$ cat config.mk
export PLATFORM = sky130hd
export DESIGN_NAME = vid_palette_loader_flat
export DESIGN_NICKNAME = d
export VERILOG_FILES = /design/src/rtl/vid_palette_loader_if.sv /design/src/rtl/vid_palette_loader.sv /design/src/flat_wrapper.sv
export SDC_FILE = /design/constraint.sdc
export NUM_CORES = 1
export LEC_CHECK = 0
export ABC_CLOCK_PERIOD_IN_PS = 1830
export CORE_UTILIZATION = 44
export DETAILED_ROUTE_END_ITERATION = 12
export PLACE_DENSITY = 0.78
export SYNTH_ARGS = -nofsm -noshare
export SYNTH_HDL_FRONTEND = slang
export SYNTH_SLANG_ARGS = --single-unit
$ cat constraint.sdc
create_clock -name clk -period 1.83 [get_ports clk]
set_input_delay 0.366 -clock clk [delete_from_list [all_inputs] [get_ports clk]]
set_output_delay 0.366 -clock clk [all_outputs]
set_load 0.03 [all_outputs]
$ cat src/rtl/vid_palette_loader_if.sv
// vid_palette_loader_if: byte stream in and palette RAM write port out, grouped for the loader
interface vid_palette_loader_if;
  logic [7:0]  in_data;
  logic        in_valid;
  logic        in_ready;
  logic [7:0]  pal_w_addr_0;
  logic [15:0] pal_w_data_0;
  logic        pal_w_ena_0;
  modport master (
    output in_data, in_valid,
    input  in_ready, pal_w_addr_0, pal_w_data_0, pal_w_ena_0
  );
  modport slave (
    input  in_data, in_valid,
    output in_ready, pal_w_addr_0, pal_w_data_0, pal_w_ena_0
  );
endinterface

$ cat src/rtl/vid_palette_loader.sv
// vid_palette_loader: RGB888 byte triplets to RGB565 palette writes; VID_PALETTE_LOADER_ROUND_EN selects round-to-nearest
module vid_palette_loader (
  input  logic       clk,
  input  logic       rst_n,
  input  logic       load_start,
  input  logic [7:0] load_base,
  input  logic [8:0] load_count,
  input  logic       load_abort,
  output logic       busy,
  output logic       done,
  vid_palette_loader_if.slave bus
);
  typedef enum logic {IDLE, LOAD} state_t;
`ifdef VID_PALETTE_LOADER_ROUND_EN
  localparam logic [8:0] RND5 = 9'd4;
  localparam logic [8:0] RND6 = 9'd2;
`else
  localparam logic [8:0] RND5 = 9'd0;
  localparam logic [8:0] RND6 = 9'd0;
`endif
  state_t      state;
  logic [7:0]  addr, r_q, g_q, w_addr;
  logic [8:0]  remaining, r_sum, g_sum, b_sum;
  logic [1:0]  comp;
  logic [15:0] w_data, rgb;
  logic        w_ena;
  logic        unused_lsbs;
  // a carry into bit 8 means the rounded value overflowed its field, so saturate
  always_comb begin
    r_sum = {1'b0, r_q} + RND5;
    g_sum = {1'b0, g_q} + RND6;
    b_sum = {1'b0, bus.in_data} + RND5;
    rgb = {r_sum[8] ? 5'd31 : r_sum[7:3], g_sum[8] ? 6'd63 : g_sum[7:2], b_sum[8] ? 5'd31 : b_sum[7:3]};
    unused_lsbs = ^{r_sum[2:0], g_sum[1:0], b_sum[2:0]};
  end
  assign busy = (state == LOAD);
  assign bus.in_ready = busy;
  assign bus.pal_w_addr_0 = w_addr;
  assign bus.pal_w_data_0 = w_data;
  assign bus.pal_w_ena_0 = w_ena;
  // load sequencer: collects R, G, B and emits one registered write per triplet
  always_ff @(posedge clk or negedge rst_n) begin
    if (!rst_n) begin
      state <= IDLE;
      addr <= '0;
      remaining <= '0;
      comp <= '0;
      r_q <= '0;
      g_q <= '0;
      w_addr <= '0;
      w_data <= '0;
      w_ena <= 1'b0;
      done <= 1'b0;
    end else begin
      w_ena <= 1'b0;
      done <= 1'b0;
      if (load_abort) begin
        state <= IDLE;
        comp <= '0;
      end else if (state == IDLE) begin
        if (load_start) begin
          state <= LOAD;
          addr <= load_base;
          remaining <= (load_count == '0) ? 9'd256 : load_count;
          comp <= '0;
        end
      end else if (bus.in_valid) begin
        if (comp == 2'd0) begin
          r_q <= bus.in_data;
          comp <= 2'd1;
        end else if (comp == 2'd1) begin
          g_q <= bus.in_data;
          comp <= 2'd2;
        end else begin
          comp <= '0;
          w_addr <= addr;
          w_data <= rgb;
          w_ena <= 1'b1;
          addr <= addr + 8'd1;
          remaining <= remaining - 9'd1;
          if (remaining == 9'd1) begin
            state <= IDLE;
            done <= 1'b1;
          end
        end
      end
    end
  end
endmodule

$ cat src/flat_wrapper.sv
// flat-port wrapper written by rule: the top's interface ports become plain ports
module vid_palette_loader_flat 
  (clk, rst_n, load_start, load_base, load_count, load_abort, busy, done, bus_in_data, bus_in_valid, bus_in_ready, bus_pal_w_addr_0, bus_pal_w_data_0, bus_pal_w_ena_0);
  vid_palette_loader_if bus_i ();
  input  logic clk;
  input  logic rst_n;
  input  logic load_start;
  input  logic [7:0] load_base;
  input  logic [8:0] load_count;
  input  logic load_abort;
  output logic busy;
  output logic done;
  input wire logic [$bits(bus_i.in_data)-1:0] bus_in_data;
  input wire logic [$bits(bus_i.in_valid)-1:0] bus_in_valid;
  output wire logic [$bits(bus_i.in_ready)-1:0] bus_in_ready;
  output wire logic [$bits(bus_i.pal_w_addr_0)-1:0] bus_pal_w_addr_0;
  output wire logic [$bits(bus_i.pal_w_data_0)-1:0] bus_pal_w_data_0;
  output wire logic [$bits(bus_i.pal_w_ena_0)-1:0] bus_pal_w_ena_0;
  assign bus_i.in_data = bus_in_data;
  assign bus_i.in_valid = bus_in_valid;
  assign bus_in_ready = bus_i.in_ready;
  assign bus_pal_w_addr_0 = bus_i.pal_w_addr_0;
  assign bus_pal_w_data_0 = bus_i.pal_w_data_0;
  assign bus_pal_w_ena_0 = bus_i.pal_w_ena_0;
  vid_palette_loader u_core (.clk(clk), .rst_n(rst_n), .load_start(load_start), .load_base(load_base), .load_count(load_count), .load_abort(load_abort), .busy(busy), .done(done), .bus(bus_i));
endmodule
# --- Yosys cells after proc, flatten, opt, wreduce, memory -nomap -nowiden ---
# Cells that the tools add are included.
# Widths: inputs -> output; s select.
word_totals:
  output_inout_bits: 28
  elab_cells: 65
  ff_bits: 62
  inputBits: 30
classes:
  n_eq_ne: 6
  bitwise_logic: 3
  n_addsub: 2
  n_reduce_logical: 9
  mux: 35
op_table:
  columns: ["operator", "count"]
  rows:
  - ["$mux 9", 6]
  - ["$mux 8", 5]
  - ["$mux 1", 18]
  - ["$reduce_and 5->1", 3]
  - ["$mux 2", 6]
  - ["$eq 9x1->1 const B", 1]
  - ["$logic_not 9->1", 1]
  - ["$sub 9x1->9 const B", 1]
  - ["$add 8x1->8 const B", 1]
  - ["$ne 2x2->1 const B", 3]
  - ["$reduce_and 4->1", 1]
  - ["$ne 3x3->1 const B", 1]
  - ["$not 1->1", 3]
  - ["$reduce_bool 3->1", 1]
  - ["$eq 2x1->1 const B", 1]
  - ["$logic_not 2->1", 1]
  - ["$reduce_and 2->1", 1]
  - ["$reduce_bool 2->1", 1]

# --- Depth between registers and ports, before layout ---
# Gate-level depths: netlist of the first run.
logic_depth:
  word_depth: 7
  mapped_depth: 7
  ltp_nobuf: 6

# --- Worst setup path after synthesis of the first run ---
# OpenSTA, ideal clock, no wires.
synth_path:
  path_type: "reg-to-reg"
  start: "register u_core.state, in the netlist u_core.bus.in_ready"
  end: "register u_core.g_q[2]"
  setup_time_ns: 0.125
  t_required_ns: 1.705
  path_buffers: 0
  path_stages_with_launch: 4
  arrival_time_ns: 1.556
  period_less_slack_ns: 1.681
  slack_ns: 0.149
  path_cell_list: "dfrtp_1 nand2_1 nor4b_4 mux2_2"
synth_between:
  elab_chain_cells: 1
synth_rtl:
  columns: ["item", "line_no", "source"]
  rows:
  - ["from (decl)", "vid_palette_loader.sv:21", "state_t state;"]
  - ["from (signal assigned)", "vid_palette_loader.sv:44", "state <= IDLE;"]
  - ["from (signal assigned)", "vid_palette_loader.sv:58", "state <= IDLE;"]
  - ["from (signal assigned)", "vid_palette_loader.sv:62", "state <= LOAD;"]
  - ["$reduce_and 5->1 (no line)", null, null]
  - ["to (signal assigned)", "vid_palette_loader.sv:72", "g_q <= bus.in_data;"]
  - ["to (decl)", "vid_palette_loader.sv:22", "logic [7:0] addr, r_q, g_q, w_addr;"]
# Every way passes these cells.
# A chain may end at the register's enable or synchronous reset.

# --- Final worst setup path of the first run ---
layout_path:
  start: "register u_core.w_data[12], in the netlist u_core.bus.pal_w_data_0[12]"
  end: "output port bus_pal_w_data_0[12]"
layout_lines:
  columns: ["item", "line_no", "source"]
  rows:
  - ["from (decl)", "vid_palette_loader.sv:25", "logic [15:0] w_data, rgb;"]
  - ["from (signal assigned)", "vid_palette_loader.sv:77", "w_data <= rgb;"]
  - ["to (decl)", "flat_wrapper.sv:17", "output wire logic [$bits(bus_i.pal_w_data_0)-1:0] bus_pal_w_data_0;"]
# No word-level cell between the ends.

==> reports/qor.yml, run 1 <==
status:
  status: "complete, no violations"
synth:
  yosysWarnings: 0
  synth_top_flop_cell: "dfrtp_1"
  synth_edf_count: 0
  synth.distinct_cells: 35
  yosys_register_bits: 57
  synth_commonest_cells: "82 x nand2_1, 57 x dfrtp_1, 17 x a21oi_1"
  async_reset_ff_share_pct: 100
  synth_area_um2: 2630
  synth_area_leaders: "dfrtp_1 54%, nand2_1 12%, mux2_2 5.1%, a21oi_1 3.2%, o22ai_1 2.9%"
  yosys.area.top_type: "dfrtp_1"
  netlist_instances: 268
  synth_seq_area_share_pct: 54.3
  avgSynthCellArea_um2: 9.80
  yosysMostFrequentCell: "nand2_1"
  yosysTopAreaCellShare_pct: 54.3
  synth.net_count: 301
run:
  cap_violations: 0
placement:
  placed_area_um2: 3380
  preCtsSetupSlack_ps: -135
  numPortBuffers: 55
  hpwlAfterDp_mm: 4.23
  routabilityCongestion: 0.888
pwr:
  ir_drop_v: 0.000455
  p_per_area_nw_per_um2: 897
  total_power_mw: 3.21
  power_leakage_nw: 1.69
final_layout:
  n_fill_cell: 467
  multiInputGateArea_um2: 1110
  regArea_um2: 1430
  final_layout_size_suffix_gt1_share_pct: 18.3
  final_net_count: 378
  n_antenna_cell: 0
  final_area_um2: 3580
  fin_util_pct: 63.5
  synthToLayoutAreaGrowth_pct: 36.3
route:
  drc: 0
  drt_iter0_drc: 145
  vias: 2239
  final_antenna_net_count: 0
  wirelength_mm: 5.97
  dr.pass1.iters: 4
  post_drt_wl_per_cell_um: 14.2
  via_per_inst: 5.32
sta:
  setup_viol: 0
  hold_viol: 0
  rsz0062_at_grt: "no"
  worst_slack_ps: 82.5
  hold-worst-slack_ps: 354
  period_minus_slack_ps: 1750
  finClkSkew_ps: 8.40
  post-route-period-util_pct: 95.5
  max_freq_mhz: 572
  slew_headroom_pct: 59.9
  finalMaxSlewViolations: 0
  worst_pin_slew_ps: 596
setup_path:
  end_kind: "output port"
  crit_type: "register to output port"
  crit_chain: "clkdlybuf4s50_1"
  crit_family: "buffers and inverters"
  arrival_ps: 1380
  crit_slowest_cell: "clkdlybuf4s50_1"
  critPathLaunchType: "register"
  required_ps: 1460
  worstPathBufferInverterCount: 1
  path_max_fanout: 2
  max_stage_delay_ps: 680
floorplanning:
  fp.dieW_um: 79.3
  dieArea_um2: 6280
  die_y_um: 79.3
  ios: 58
  core-area_um2: 5640
  initial_core_util_pct: 46.6
  row_count: 27
min_path:
  hold_path.class: "input pin to async pin"
grt:
  grt_usage_pct: 21.3
  grt_pass1_wl_mm: 10.1
  grt_max_degree: 57
  grt_overflow: 0
  grt_pass1_vias: 2151
  antenna_found_initial: 0
clock_network:
  cts_buffer_depth: 2
  cts_setup_buffers: 0
  cts_buffers: 9
  cts_tree: "done"
  clock_latency_ps: 340
  clockRootBuffer: "clkbuf_8"
  cts_max_level: 3
  clk_pin_slew_ps: 70
  cts_num_sinks: 57
## where the power goes
part           total [mW]  switching [mW]  internal (mW)
clock                1.12           0.508          0.612
combinational       0.534           0.259          0.275
sequential           1.56           0.152           1.41
## final cells by class
cell class | count | area share, %
well taps | 72 | 2.52
flip-flops and latches | 57 | 39.8
repair buffers | 81 | 21.1
clock buffers | 9 | 3.46
clock inverters | 6 | 1.68
inverters | 4 | 0.419
multi-input cells | 192 | 31.0
## cells in the final DEF, fill, tap and decap left out, drive strengths merged, types with 3 or more instances in the layout
master	netlist	routed
nand2	83	83
dfrtp	57	57
clkdlybuf4s50	0	52
buf	9	28
a21oi	17	17
o21ai	13	13
mux2	12	12
o22ai	12	12
clkbuf	6	9
nor2	9	9
mux2i	6	6
nor4	5	5
nand3	4	4
o211ai	4	4
inv	4	4
nor3b	4	4
and3	3	3
ha	3	3
clkinv	0	3
## flip-flops by register name (all words and copies together), names as in the netlist
| register | count |
|---|---|
| u_core.g_q | 6 |
| u_core.done | 1 |
| u_core.bus.pal_w_ena_0 | 1 |
| u_core.addr | 8 |
| u_core.comp | 2 |
| u_core.bus.pal_w_data_0 | 16 |
| u_core.remaining | 9 |
| u_core.bus.in_ready | 1 |
| u_core.r_q | 5 |
| u_core.bus.pal_w_addr_0 | 8 |
## logic make-up after synthesis
kind of cell	share of synthesized area, %
flops	54.3
buf+inv	3.43
mux	7.43
compound gates	12.7
fa+ha+maj	1.43
simple gates	20.8
## what timing repair did
| item | CTS | global route |
|---|---|---|
| endpoints found under the hold margin | 1 | 0 |
| resized for setup | 1 | 0 |
| hold buffers | 1 | 0 |
| setup endpoints to repair | 1 | 0 |
## per-layer routing
layer  vias up  wire, um  GRT usage [%]
li1       1084         -              -
met1      1082      2810           29.1
met2        67      2780           30.9
met3         6       294           6.44
met4         0        86           9.45
met5         -         0              0
## worst paths after layout
kind	from	endpoint	slack [ps]	cells past startpoint
setup / recovery	u_core.bus.pal_w_data_0[12]$_DFFE_PN0P_	bus_pal_w_data_0[12]	80	1
hold / removal	rst_n	u_core.remaining[0]$_DFFE_PN0P_	350	2
setup reg to reg	u_core.bus.in_ready$_DFF_PN0_	u_core.g_q[6]$_DFFE_PN0P_	210	4
hold reg to reg	u_core.g_q[6]$_DFFE_PN0P_	u_core.bus.pal_w_data_0[9]$_DFFE_PN0P_	470	2
max in group asynchronous	rst_n	u_core.bus.in_ready$_DFF_PN0_	1000	3
min in group clk	u_core.g_q[6]$_DFFE_PN0P_	u_core.bus.pal_w_data_0[9]$_DFFE_PN0P_	470	2
## per-stage QoR
| stage | std cells | TNS, ps |
|---|---|---|
| 2_1_floorplan | 268 | 0 |
| 3_3_place_gp | 405 | -1930 |
| 3_5_place_dp | 405 | -2080 |
| 4_1_cts | 421 | 0 |
| 5_1_grt | 421 | 0 |
| 6_report | 421 | 0 |
(Power assumes the default switching activity.)
==> run 2: changes to the inputs <==
--- a/config.mk
+++ b/config.mk
@@ -8,7 +8,7 @@
 export ABC_CLOCK_PERIOD_IN_PS = 1830
 export CORE_UTILIZATION = 44
 export DETAILED_ROUTE_END_ITERATION = 12
-export PLACE_DENSITY = 0.78
+export PLACE_DENSITY = 0.81
 export SYNTH_ARGS = -nofsm -noshare
 export SYNTH_HDL_FRONTEND = slang
 export SYNTH_SLANG_ARGS = --single-unit
==> reports/qor.yml, run 2 (synthesized netlist as in run 1, its figures left out) <==
final_layout:
  synthToLayoutAreaGrowth_pct: 37.5
  final_cell_mix: "82 x nand2_1, 57 x dfrtp_1, 52 x clkdlybuf4s50_1, 29 x buf_4, 17 x a21oi_1"
  final_net_count: 380
  n_fill_cell: 462
  final_layout_size_suffix_gt1_share_pct: 19.1
  n_antenna_cell: 0
  mostFrequentLayoutCell: "nand2_1"
  largest_reg_flops: 16
pwr:
  power_leakage_nw: 1.72
  ir_drop_v: 0.000582
  p_per_area_nw_per_um2: 932
setup_path:
  startpoint: "u_core.bus.pal_w_addr_0[1]$_DFFE_PN0P_"
  r2r_end: "u_core.r_q[5]$_DFFE_PN0P_"
  max_stage_delay_ps: 680
  crit_family: "buffers and inverters"
  worstPathBufferInverterCount: 1
  path_max_fanout: 2
  r2r_cells: 5
  required_ps: 1460
  end_kind: "output port"
  r2r_setup_slack_ps: 200
  cp-endpoint: "bus_pal_w_addr_0[1]"
  r2r_start: "u_core.bus.in_ready$_DFF_PN0_"
  cp.depth: 1
  crit_slowest_cell: "clkdlybuf4s50_1"
  crit_chain: "clkdlybuf4s50_1"
  critPathLaunchType: "register"
  crit_type: "register to output port"
  arrival_ps: 1370
status:
  status: "complete, no violations"
clock_network:
  cts_tree: "done"
  cts_num_sinks: 57
  cts_setup_buffers: 0
  clk_pin_slew_ps: 70
  clock_latency_ps: 330
  cts-resized-gates: 0
  cts_buffer_depth: 2
  cts_hold_buf: 0
  clockRootBuffer: "clkbuf_8"
  cts_buffers: 9
  cts_max_level: 3
sta:
  finClkSkew_ps: 6.55
  hold_viol: 0
  finalMaxSlewViolations: 0
  worst_slack_ps: 92.1
  setup_tns_ps: 0
  slew_headroom_pct: 61.5
  post-route-period-util_pct: 95.0
  setup_viol: 0
  hold-worst-slack_ps: 22.3
  max_freq_mhz: 575
  period_minus_slack_ps: 1740
  worst_pin_slew_ps: 573
  rsz0062_at_grt: "no"
route:
  top_layer_used: "met4"
  post_drt_wl_per_cell_um: 15.0
  wirelength_mm: 6.34
  routed-wl-met2_mm: 3.11
  via_per_inst: 5.47
  drc: 0
  final_antenna_net_count: 0
  dr.pass1.iters: 4
  drt_iter0_drc: 191
  met3_length_um: 259
  vias: 2315
  drt-met1-wl_mm: 2.80
grt:
  grt_usage_pct: 22.1
  grt_max_degree: 58
  grt_overflow: 0
  antenna_found_initial: 0
  grt_pass1_vias: 2183
  grt_pass1_wl_mm: 10.4
floorplanning:
  die_y_um: 79.3
  fp.dieW_um: 79.3
  ios: 58
  row_count: 27
  initial_core_util_pct: 46.6
  core-area_um2: 5640
  dieArea_um2: 6280
placement:
  routabilityCongestion: 0.885
  hpwlAfterDp_mm: 4.44
  numPortBuffers: 55
  preCtsSetupSlack_ps: -135
min_path:
  hold_path.class: "input pin to async pin"
run:
  cap_violations: 0
## run 2: cell types whose count changed in the layout (fill, tap and decap cells not counted), sizes merged
| cell | before | now |
|---|---|---|
| buf | 28 | 31 |
| clkinvlp | 2 | 0 |
| bufinv | 1 | 2 |
| clkinv | 3 | 4 |
| dlygate4sd3 | 1 | 0 |
## run 2: how the worst min path moves through the flow
| stage | start | end | slack (ps) | cells after the start |
|---|---|---|---|---|
| floorplan | rst_n | u_core.addr[0]$_DFFE_PN0P_ | 70 | 0 |
| CTS | rst_n | u_core.r_q[7]$_DFFE_PN0P_ | 40 | 2 |
| global route | rst_n | u_core.remaining[1]$_DFFE_PN0P_ | 40 | 2 |
| detailed placement | rst_n | u_core.remaining[1]$_DFFE_PN0P_ | 390 | 2 |
| finish | rst_n | u_core.remaining[2]$_DFFE_PN0P_ | 20 | 2 |
| global placement | rst_n | u_core.remaining[1]$_DFFE_PN0P_ | 390 | 2 |
## run 2: power by group
group          internal, mW  total [mW]  switching (mW)
Combinational         0.278       0.545           0.267
Clock                 0.754        1.26           0.507
Sequential             1.40        1.56           0.156
Total                  2.44        3.37           0.930
## run 2: through the flow
step           area [um2]  cells  power, mW  util (%)
3_5_place_dp         3410    408       2.11      60.4
2_1_floorplan        2630    268       1.86         -
5_1_grt              3610    423       3.52      64.0
3_3_place_gp         3410    408       2.08      60.4
6_report             3610    423       3.37      64.0
4_1_cts              3610    423       3.37      64.0
## run 2: final cells by class
class / instances / area (um2) / area share, %
Sequential cell: 57 / 1430 / 39.5
Multi-Input combinational cell: 192 / 1110 / 30.7
Timing Repair Buffer: 83 / 763 / 21.1
Clock buffer: 9 / 124 / 3.43
Tap cell: 72 / 90.1 / 2.49
Clock inverter: 6 / 83.8 / 2.32
Inverter: 4 / 15.0 / 0.416
## run 2: layer usage
metal  track usage, %  up-vias
li1                 -     1091
met1             28.9     1123
met2             34.9       82
met3             3.91       19
met4             11.8        0
met5                0        -
==> run 3: changes to the inputs <==
--- a/config.mk
+++ b/config.mk
@@ -8,7 +8,10 @@
 export ABC_CLOCK_PERIOD_IN_PS = 1830
 export CORE_UTILIZATION = 44
 export DETAILED_ROUTE_END_ITERATION = 12
+export GPL_TIMING_DRIVEN = 0
 export PLACE_DENSITY = 0.81
+export REMOVE_ABC_BUFFERS = 1
+export SKIP_LAST_GASP = 1
 export SYNTH_ARGS = -nofsm -noshare
 export SYNTH_HDL_FRONTEND = slang
 export SYNTH_SLANG_ARGS = --single-unit
==> reports/qor.yml, run 3 (synthesized netlist as in run 1, its figures left out) <==
final_layout:
  final_layout_size_suffix_gt1_share_pct: 14.1
  mostFrequentLayoutCell: "nand2_1"
  synthToLayoutAreaGrowth_pct: 33.8
  final_net_count: 362
  n_antenna_cell: 0
  largest_reg_flops: 16
  final_area_um2: 3520
  layout.cells.non_filler: 405
  final_cell_mix: "82 x nand2_1, 56 x dfrtp_1, 50 x clkdlybuf4s50_1, 17 x a21oi_1, 13 x o21ai_0"
sta:
  hold-worst-slack_ps: 463
  post-route-period-util_pct: 96.4
  worst_slack_ps: 65.5
  setup_viol: 0
  period_minus_slack_ps: 1760
  hold_viol: 0
  worst_pin_slew_ps: 556
  max_freq_mhz: 567
  rsz0062_at_grt: "no"
  slew_headroom_pct: 62.6
  finClkSkew_ps: 7.23
  finalMaxSlewViolations: 0
setup_path:
  arrival_ps: 1980
  required_ps: 2050
  r2r_setup_slack_ps: 70
  r2r_cells: 4
  crit_slowest_cell: "dfrtp_4"
  end_kind: "register"
  path_max_fanout: 19
  max_stage_delay_ps: 600
  startpoint: "u_core.bus.in_ready$_DFF_PN0_"
  crit_chain: "nand2_1, nor4b_4, buf_4, mux2_2"
  r2r_start: "u_core.bus.in_ready$_DFF_PN0_"
  r2r_end: "u_core.g_q[4]$_DFFE_PN0P_"
  crit_type: "register to register"
  critPathLaunchType: "register"
pwr:
  switching_power_uw: 899
  total_power_mw: 3.25
  power_leakage_nw: 1.65
  ir_drop_v: 0.000399
  pwr-share-clk_pct: 36.1
  p_per_area_nw_per_um2: 925
  power_frac_seq_pct: 48.2
  swShare_pct: 27.6
  comb_power_share_pct: 15.7
  intPower_mw: 2.35
route:
  wirelength_mm: 6.24
  vias: 2223
  dr.pass1.iters: 4
  final_antenna_net_count: 0
  drt_iter0_drc: 133
  post_drt_wl_per_cell_um: 15.4
  drc: 0
  via_per_inst: 5.49
clock_network:
  clock_latency_ps: 340
  cts_max_level: 3
  cts_tree: "done"
  cts_buffers: 9
  clk_pin_slew_ps: 60
  cts_num_sinks: 57
  cts_buffer_depth: 2
  clockRootBuffer: "clkbuf_8"
placement:
  place_inst: 381
  placed_area_um2: 3210
  hpwlAfterDp_mm: 3.93
  routabilityCongestion: 0.869
  preCtsSetupSlack_ps: -1170
  numPortBuffers: 55
status:
  status: "complete, no violations"
grt:
  grt_usage_pct: 21.3
  grt_overflow: 0
  grt_max_degree: 42
  grt_pass1_wl_mm: 9.99
  antenna_found_initial: 0
  grt_pass1_vias: 2163
min_path:
  min-delay-start: "u_core.r_q[6]$_DFFE_PN0P_"
  whs_endpoint: "u_core.bus.pal_w_data_0[14]$_DFFE_PN0P_"
  hold_path.class: "register to register"
  hold-path-cell-count: 2
floorplanning:
  fp.dieW_um: 79.3
  row_count: 27
  dieArea_um2: 6280
  initial_core_util_pct: 46.6
  core-area_um2: 5640
  die_y_um: 79.3
  ios: 58
run:
  cap_violations: 0
run 3: cell types whose count changed in the layout (fill, tap and decap cells not counted), moves of 2 or more:
cell,change
clkdlybuf4s50_1,-2
buf_4,-23
dlygate4sd2_1,+2
clkbuf_8,+2
run 3: layer usage:
metal / vias up / wire [um] / global-route usage, %
met5: - / 0 / 0
met4: 0 / 122 / 12.4
met2: 76 / 3140 / 36.3
met3: 13 / 308 / 3.22
li1: 1058 / - / -
met1: 1076 / 2660 / 25.4
run 3: final cells by class:
type / count / area (um2)
fill: 448 / 2130
sequential: 57 / 1430
multi-input combinational: 193 / 1140
timing repair buffer: 64 / 632
clock buffer: 12 / 155
tap: 72 / 90.1
clock inverter: 3 / 40.0
inverter: 4 / 27.5
run 3: power by group through the flow:
stage	clock (mW)	combinational [mW]	sequential, mW
CTS	1.19	0.497	1.56
floorplan	0	0.272	1.58
global route	1.25	0.563	1.59
finish	1.17	0.510	1.57
global placement	0	0.459	1.57
detailed placement	0	0.482	1.58
run 3: through the flow:
| step | utilization, % | setup TNS (ps) |
|---|---|---|
| global placement | 56.6 | -117010 |
| detailed placement | 56.9 | -42800 |
| floorplan | - | -28810 |
| global route | 62.3 | 0 |
| finish | 62.3 | 0 |
| CTS | 61.3 | 0 |
run 3: worst max-delay path by stage:
stage / cells past startpoint / slack [ps] / endpoint
floorplan: 5 / -820 / u_core.addr[6]$_DFFE_PN0P_
global placement: 1 / -1320 / u_core.remaining[0]$_DFFE_PN0P_
detailed placement: 5 / -1170 / u_core.addr[6]$_DFFE_PN0P_
CTS: 3 / 4 / u_core.remaining[5]$_DFFE_PN0P_
global route: 4 / 8 / u_core.g_q[4]$_DFFE_PN0P_
finish: 4 / 70 / u_core.g_q[4]$_DFFE_PN0P_
run 3: what timing repair did:
item / CTS / global route
hold buffers: 1 / 0
endpoints found under the hold margin: 16 / 0
resized for setup: 9 / 5
pin swaps: 1 / 2
endpoints found under the setup margin: 57 / 22
setup buffers: 2 / 5
cloned: 1 / 0
run 3: worst max-delay path, delay by kind of cell (launching register included):
kind / cells / cell delay [ps]
and+or+nand+nor: 2 / 500
buffers and inverters: 1 / 200
DFF: 1 / 600
muxes: 1 / 350
